`src/rtl/master_in_port_pkg.sv`:
```
// -----------------------------------------------------------------------------
// master_in_port_pkg
// Shared definitions for the bus read-data serial link between the slave
// output port and the master input port:
//   - BUS_DATA_WIDTH / BUS_CNT_W : default word width and bit-counter width
//   - rx_state_e                 : receiver state encoding (IDLE=0, RX=1, HOLD=2)
//   - done_flag_error()          : framing check of the slave "last bit" flag
// -----------------------------------------------------------------------------
package master_in_port_pkg;

    localparam int BUS_DATA_WIDTH = 8;
    localparam int BUS_CNT_W      = 3;

    typedef enum logic [1:0] {
        IDLE = 2'd0,
        RX   = 2'd1,
        HOLD = 2'd2
    } rx_state_e;

    // The slave flags its final bit with done; anywhere else the flag must be
    // low. Outside RX there is no bit on the line, so done high is an error.
    function automatic logic done_flag_error(
        input rx_state_e st,
        input logic      last_bit,
        input logic      done
    );
        logic err;
        case (st)
            RX:      err = (done != last_bit);
            IDLE:    err = done;
            HOLD:    err = done;
            default: err = done;
        endcase
        return err;
    endfunction

endpackage : master_in_port_pkg

```
`src/rtl/master_in_port.sv`:
```
// -----------------------------------------------------------------------------
// master_in_port
// Receive side of the master port. After a slave_valid/master_ready handshake
// it deserializes a DATA_WIDTH-bit word (LSB first, one bit per clock) from
// rx_data and presents it on a registered valid/ready output stage. A word
// that completes while the output register is still occupied is parked in the
// shift register (HOLD) so nothing is lost.
//
// Ports:
//   clk, reset_n         clock, asynchronous active-low reset
//   rx_en                core permits a new transfer to start
//   slave_valid          slave has a word to send
//   master_ready         (state==IDLE) & rx_en, combinational
//   rx_data              serial data, LSB first
//   slave_tx_done        slave "last bit" flag
//   dataout, out_valid   registered received word and its valid flag
//   out_ready            core consumes dataout on out_valid & out_ready
//   rx_error             sticky framing-error flag
//   error_clr            synchronous clear of rx_error
//
// Configuration macro: MASTER_IN_DONE_CHECK_EN
//   defined   : slave_tx_done is checked every cycle, rx_error is live
//   undefined : rx_error tied to 0; slave_tx_done and error_clr ignored
// CNT_W must equal clog2(DATA_WIDTH).
// -----------------------------------------------------------------------------
module master_in_port
    import master_in_port_pkg::*;
#(
    parameter int DATA_WIDTH = BUS_DATA_WIDTH,
    parameter int CNT_W      = BUS_CNT_W
) (
    input  logic                  clk,
    input  logic                  reset_n,
    input  logic                  rx_en,
    input  logic                  slave_valid,
    output logic                  master_ready,
    input  logic                  rx_data,
    input  logic                  slave_tx_done,
    output logic [DATA_WIDTH-1:0] dataout,
    output logic                  out_valid,
    input  logic                  out_ready,
    output logic                  rx_error,
    input  logic                  error_clr
);

    localparam logic [CNT_W-1:0] LAST_CNT = CNT_W'(DATA_WIDTH - 1);
    localparam logic [CNT_W-1:0] CNT_ONE  = CNT_W'(1);

    rx_state_e             state_q,     state_d;
    logic [CNT_W-1:0]      bit_cnt_q,   bit_cnt_d;
    logic [DATA_WIDTH-1:0] shreg_q,     shreg_d;
    logic [DATA_WIDTH-1:0] dataout_q,   dataout_d;
    logic                  out_valid_q, out_valid_d;

    logic [DATA_WIDTH-1:0] shift_w_s;
    logic                  last_bit_s;
    logic                  master_ready_s;

    assign master_ready_s = (state_q == IDLE) & rx_en;
    assign shift_w_s      = {rx_data, shreg_q[DATA_WIDTH-1:1]};
    assign last_bit_s     = (bit_cnt_q == LAST_CNT);

    assign master_ready = master_ready_s;
    assign dataout      = dataout_q;
    assign out_valid    = out_valid_q;

    // Next-state logic for the receive FSM, shift register and output stage.
    always_comb begin
        state_d     = state_q;
        bit_cnt_d   = bit_cnt_q;
        shreg_d     = shreg_q;
        dataout_d   = dataout_q;
        out_valid_d = out_valid_q;

        // Consumption drains the output stage unless a load below refills it.
        if (out_valid_q & out_ready) begin
            out_valid_d = 1'b0;
        end else begin
            out_valid_d = out_valid_q;
        end

        case (state_q)
            IDLE: begin
                if (slave_valid & master_ready_s) begin
                    state_d   = RX;
                    bit_cnt_d = {CNT_W{1'b0}};
                end else begin
                    state_d   = IDLE;
                end
            end

            RX: begin
                shreg_d = shift_w_s;
                if (last_bit_s) begin
                    bit_cnt_d = {CNT_W{1'b0}};
                    // Load directly when the output slot is free or being
                    // emptied this edge; otherwise park the word in shreg.
                    if (!out_valid_q | out_ready) begin
                        dataout_d   = shift_w_s;
                        out_valid_d = 1'b1;
                        state_d     = IDLE;
                    end else begin
                        state_d     = HOLD;
                    end
                end else begin
                    bit_cnt_d = bit_cnt_q + CNT_ONE;
                end
            end

            HOLD: begin
                // out_valid is necessarily set here, so out_ready is a consume.
                if (out_ready) begin
                    dataout_d   = shreg_q;
                    out_valid_d = 1'b1;
                    state_d     = IDLE;
                end else begin
                    state_d     = HOLD;
                end
            end

            default: begin
                state_d   = IDLE;
                bit_cnt_d = {CNT_W{1'b0}};
            end
        endcase
    end

    // State, datapath and output registers.
    always_ff @(posedge clk or negedge reset_n) begin
        if (!reset_n) begin
            state_q     <= IDLE;
            bit_cnt_q   <= {CNT_W{1'b0}};
            shreg_q     <= {DATA_WIDTH{1'b0}};
            dataout_q   <= {DATA_WIDTH{1'b0}};
            out_valid_q <= 1'b0;
        end else begin
            state_q     <= state_d;
            bit_cnt_q   <= bit_cnt_d;
            shreg_q     <= shreg_d;
            dataout_q   <= dataout_d;
            out_valid_q <= out_valid_d;
        end
    end

`ifdef MASTER_IN_DONE_CHECK_EN
    logic rx_error_q, rx_error_d;
    logic err_set_s;

    // Sticky error flag; a new error wins over a same-cycle clear.
    always_comb begin
        err_set_s = done_flag_error(state_q, last_bit_s, slave_tx_done);
        if (err_set_s) begin
            rx_error_d = 1'b1;
        end else if (error_clr) begin
            rx_error_d = 1'b0;
        end else begin
            rx_error_d = rx_error_q;
        end
    end

    // Error flag register.
    always_ff @(posedge clk or negedge reset_n) begin
        if (!reset_n) begin
            rx_error_q <= 1'b0;
        end else begin
            rx_error_q <= rx_error_d;
        end
    end

    assign rx_error = rx_error_q;
`else
    // Framing check compiled out: the inputs stay on the port list but are
    // deliberately left without function.
    logic unused_done_s;
    assign unused_done_s = slave_tx_done ^ error_clr;
    assign rx_error      = 1'b0;
`endif

endmodule : master_in_port

```
`config.mk`:
```
export PLATFORM = sky130hd
export DESIGN_NAME = master_in_port
export DESIGN_NICKNAME = d
export VERILOG_FILES = /design/src/rtl/master_in_port_pkg.sv /design/src/rtl/master_in_port.sv
export SDC_FILE = /design/constraint.sdc
export NUM_CORES = 1
export LEC_CHECK = 0
export BUFFER_PORTS_ARGS = -buffer_cell sky130_fd_sc_hd__buf_2
export CAP_MARGIN = 10
export CORE_MARGIN = 2
export CORE_UTILIZATION = 54
export DETAILED_ROUTE_END_ITERATION = 8
export GPL_TIMING_DRIVEN = 0
export PLACE_DENSITY = 0.73
export SLEW_MARGIN = 20
export SYNTH_ARGS = -nofsm -noshare
export SYNTH_HDL_FRONTEND = slang
export SYNTH_SLANG_ARGS = --single-unit
```
`constraint.sdc`:
```
create_clock -name clk -period 2.2 [get_ports clk]
set_clock_uncertainty 0.15 [all_clocks]
set_input_delay 0.22 -clock clk [delete_from_list [all_inputs] [get_ports clk]]
set_output_delay 0.22 -clock clk [all_outputs]
set_load 0.005 [all_outputs]
```
* After elaboration in Yosys (flattened, before gate mapping)
Index checks and enable logic that the tools add are counted.
** Cells by class
- $add $sub $neg :: 1
- Equal/unequal tests :: 7
- Muxes and demuxes :: 17
- Bitwise logic cells :: 5
- Reduce and logical (&&, ||, !) cells :: 5
** Operators with widths (number)
- 2-to-1 mux 8 bit :: 3
- one-hot mux 8 bit (2 select lines) :: 1
- one-hot mux 3 bit (3 select lines) :: 1
- 2-to-1 mux 2 bit :: 3
- 2-to-1 mux 3 bit :: 2
- != test 2 bit, second input constant :: 3
- one-hot mux 2 bit (3 select lines) :: 1
- 2-to-1 mux 1 bit :: 5
- AND reduction 4 bit :: 1
- adder 3 x 1 -> 3 bit, second input constant :: 1
- bitwise AND 1 bit :: 3
- == test 3 bit, second input constant :: 1
- == test 2 x 1 -> 1 bit, second input constant :: 1
- == test 2 bit, second input constant :: 1
- logical NOT 2 bit :: 1
- != test 2 x 1 -> 1 bit, second input constant :: 1
- one-hot mux 1 bit (2 select lines) :: 1
- AND reduction 2 bit :: 1
- nonzero test 2 bit :: 1
- logical NOT 1 bit :: 1
- inverter 1 bit :: 1
- bitwise OR 1 bit :: 1
** Storage, ports and cells
- Bits in registers :: 22
- Input bits :: 8

* Depth between registers and ports, before layout
- Depth in word-level cells :: 5
- Depth in mapped cells :: 5

* Worst setup path before layout
OpenSTA, ideal clock, no wires.
- Kind :: register to register
- Start point :: register bit_cnt_q[0]
- End point :: register dataout_q[0], in the netlist dataout[0]
- Library setup time :: 125 ps
- Data arrival time :: 1457 ps
- Path slack :: 468 ps
- Cell stages (with the launch flop) :: 6
- Buffers on the path :: 0
- Clock period less this slack :: 1732 ps
- Cells stage by stage :: dfrtp_1 -> ha_1 -> ha_1 -> nand2b_1 -> o211ai_4 -> mux2_2
** Between the ends
- Word-level cells in the longest chain between the ends :: 3
** RTL lines
- start: declaration :: RTL line master_in_port.sv:50 : logic [CNT_W-1:0] bit_cnt_q, bit_cnt_d;
- start signal: assignment :: RTL line master_in_port.sv:132 : bit_cnt_q <= {CNT_W{1'b0}};
- start signal: assignment :: RTL line master_in_port.sv:138 : bit_cnt_q <= bit_cnt_d;
- == test 3 bit :: RTL line master_in_port.sv:61 : assign last_bit_s = (bit_cnt_q == LAST_CNT);
- != test 2 bit (no source line)
- AND reduction 4 bit (no source line)
- end signal: assignment :: RTL line master_in_port.sv:134 : dataout_q <= {DATA_WIDTH{1'b0}};
- end signal: assignment :: RTL line master_in_port.sv:140 : dataout_q <= dataout_d;
- end: declaration :: RTL line master_in_port.sv:52 : logic [DATA_WIDTH-1:0] dataout_q, dataout_d;
Every way passes these cells.
A chain may end at the register's enable or synchronous reset.

* Worst setup path after layout
- Start point :: register bit_cnt_q[0]
- End point :: register dataout_q[1], in the netlist dataout[1]
Same word-level chain as after synthesis.

==> flow_summary.yaml <==
route:
  drc: 0
  vias: 677
  vias_per_cell: 5.129
  totalWireLength_mm: 1.747
  antenna_left: 0
  wl_per_cell_um: 13.23
  firstDrtPassIters: 2
  drtIter0Drc: 4
synthesis:
  synth_edf_count: 0
  mappedNetlistNets: 98
  synth_top_cell_area_share: 0.5000
  ys.flop_type: "dfrtp_1"
  synthCells: 84
  synth_cell_type_count: 20
  syn_area_um2: 1101
  yosys-top-cells-area: "dfrtp_1 (50%), mux2_2 (26%), ha_1 (6.8%)"
  yosys.area.top_type: "dfrtp_1"
  postSynthAreaPerCell_um2: 13.11
  ys_ff_latch: 22
  yosysWarnings: 0
  ys_seq_area_frac: 0.5000
  synth_async_sr_flop_share: 1.000
floorplanning:
  initial_core_util: 0.5670
  die_area_um2: 2416
  die_width_um: 49.16
  die_y_um: 49.16
  rows: 16
  io_pins: 19
  core_area_um2: 1942
worst_setup_path:
  cp.arrival_ns: 1.92
  worstSetupPathType: "reg -> reg"
  path_common_cell: "ha_1"
  path_cells: "ha_1, ha_1, nand2b_1, o211ai_4, mux2_2"
  path_depth: 5
  path_buf_inv: 0
  cpPeakStageDelay_ns: 0.42
  slowest_stage: "dfrtp_1"
  reg2reg_depth: 5
  worstPathRequired_ns: 2.26
  cp-end-kind: "flop"
  critPathLaunchType: "flop"
  crit_fanout: 8
  critPathTopFamily: "flip-flops"
global_routing:
  grt_overflow_total: 0
  grt_max_degree: 23
  grt_usage: 0.1713
  grt_pass1_wl_mm: 3.153
  antenna_found_initial: 0
  grt_pass1_vias: 721
clock_tree:
  cts_sinks: 22
  clk_latency_ns: 0.31
  ctsResizeCount: 0
  cts_buffers: 3
  htree_levels: 1
  cts_hold_buf: 2
  cts_root_buf: "clkbuf_4"
  cts_buffer_depth: 2
  cts_tree: "built"
  clkTransAtPathRegs_ns: 0.12
  post_cts_buffers: 0
layout:
  layout_commonest_cell: "mux2_2"
  final_cell_mix: "mux2_2 (25), dfrtp_1 (22), buf_2 (16)"
  multi_input_area_um2: 511.7
  seqCellArea_um2: 550.5
  diodes: 0
  drive_gt1_frac: 0.4667
  finalNonFillerCells: 132
  final_nets: 120
  area_delta_synth_final_pct: 16.48
  nFillCells: 150
power_and_ir_drop:
  power_density_nw_per_um2: 1025
  ir_worst_vdd_uv: 913.3
  p_leak_nw: 0.6021
status:
  status: "finished, final reports clean"
timing:
  rsz0062_at_grt: "false"
  setup_violations: 0
  tns_ns: 0
  fin_crit_ns: 1.861
  hold_viol_final: 0
  fin_crit_sh: 0.8461
  drv_slew: 0
  max_freq_ghz: 0.5372
worst_hold_path:
  whs_path_depth: 3
  hold_path.class: "in -> reg"
run:
  drv_cap: 0
placement:
  post-place-cells: 126
  port_buffers: 15
  dp_hpwl_mm: 1.268
  gp_congestion: 0.7336
sequential cells by signal, summed over array words and instances (netlist names):
| register | flops |
|---|---|
| dataout | 8 |
| shreg_q | 8 |
| bit_cnt_q | 3 |
| state_q | 2 |
| out_valid | 1 |
tightest hold or removal path, stage by stage:
cell and delay [ns]:
buf_2 0.10, nand3b_1 0.07, o21ai_0 0.07
logic make-up after synthesis:
group | after synthesis | synth area share
compound gates | 8 | 0.05455
flops | 22 | 0.5000
mux | 27 | 0.2739
fa+ha+maj | 6 | 0.06818
other cells | 1 | 0.003406
simple gates | 13 | 0.06477
buf+inv | 7 | 0.03522
Yosys cell counts (2+ instances only):
| library cell | n |
|---|---|
| inv_1 | 4 |
| mux2_2 | 25 |
| nand2_1 | 4 |
| o21ai_0 | 4 |
| a21oi_1 | 2 |
| nor2b_1 | 3 |
| ha_1 | 6 |
| and2_1 | 2 |
| mux2i_1 | 2 |
| dfrtp_1 | 22 |
per-layer routing:
layer,routed length (µm),GRT usage,vias to the layer above
li1,-,-,332
met1,803,0.2025,327
met2,869,0.3063,14
met3,52,0.02761,4
met4,22,0.07143,0
met5,0,0,-
power breakdown:
| part | internal (mW) | switching, mW | leakage (nW) |
|---|---|---|---|
| clock network | 0.184 | 0.126 | 0.0279 |
| logic | 0.233 | 0.125 | 0.298 |
| registers | 0.551 | 0.0949 | 0.276 |
layout make-up:
| class | count | area share |
|---|---|---|
| buffer | 3 | 0.01854 |
| clock buffer | 3 | 0.01756 |
| clock inverter | 1 | 0.02341 |
| inverter | 4 | 0.01171 |
| multi-input combinational | 55 | 0.3990 |
| sequential | 22 | 0.4293 |
| tap | 27 | 0.02634 |
| timing repair buffer | 17 | 0.07415 |
path summary, 6_finish.rpt:
kind                         startpoint    endpoint  slack (ns)
setup / recovery           bit_cnt_q[0]  dataout[1]        0.34
hold / removal              slave_valid  state_q[0]        0.03
setup reg to reg           bit_cnt_q[0]  dataout[1]        0.34
hold reg to reg              dataout[0]  dataout[0]        0.36
max in group asynchronous       reset_n  dataout[2]        1.34
min in group asynchronous       reset_n  state_q[1]        0.23
metrics by stage:
stage | utilization | worst slack, ns | area [µm²] | hold WS, ns | power [mW]
2_1_floorplan | - | 0.4680 | 1101 | -0.2256 | 0.8806
3_3_place_gp | 0.6231 | 0.3499 | 1210 | 0.06354 | 0.9932
3_5_place_dp | 0.6231 | 0.3355 | 1210 | 0.06112 | 1.018
4_1_cts | 0.6604 | 0.3166 | 1282 | 0.02913 | 1.330
5_1_grt | 0.6604 | 0.2418 | 1282 | 0.02361 | 1.398
6_report | 0.6604 | 0.3386 | 1282 | 0.03427 | 1.314
(Power assumes the default switching activity.)
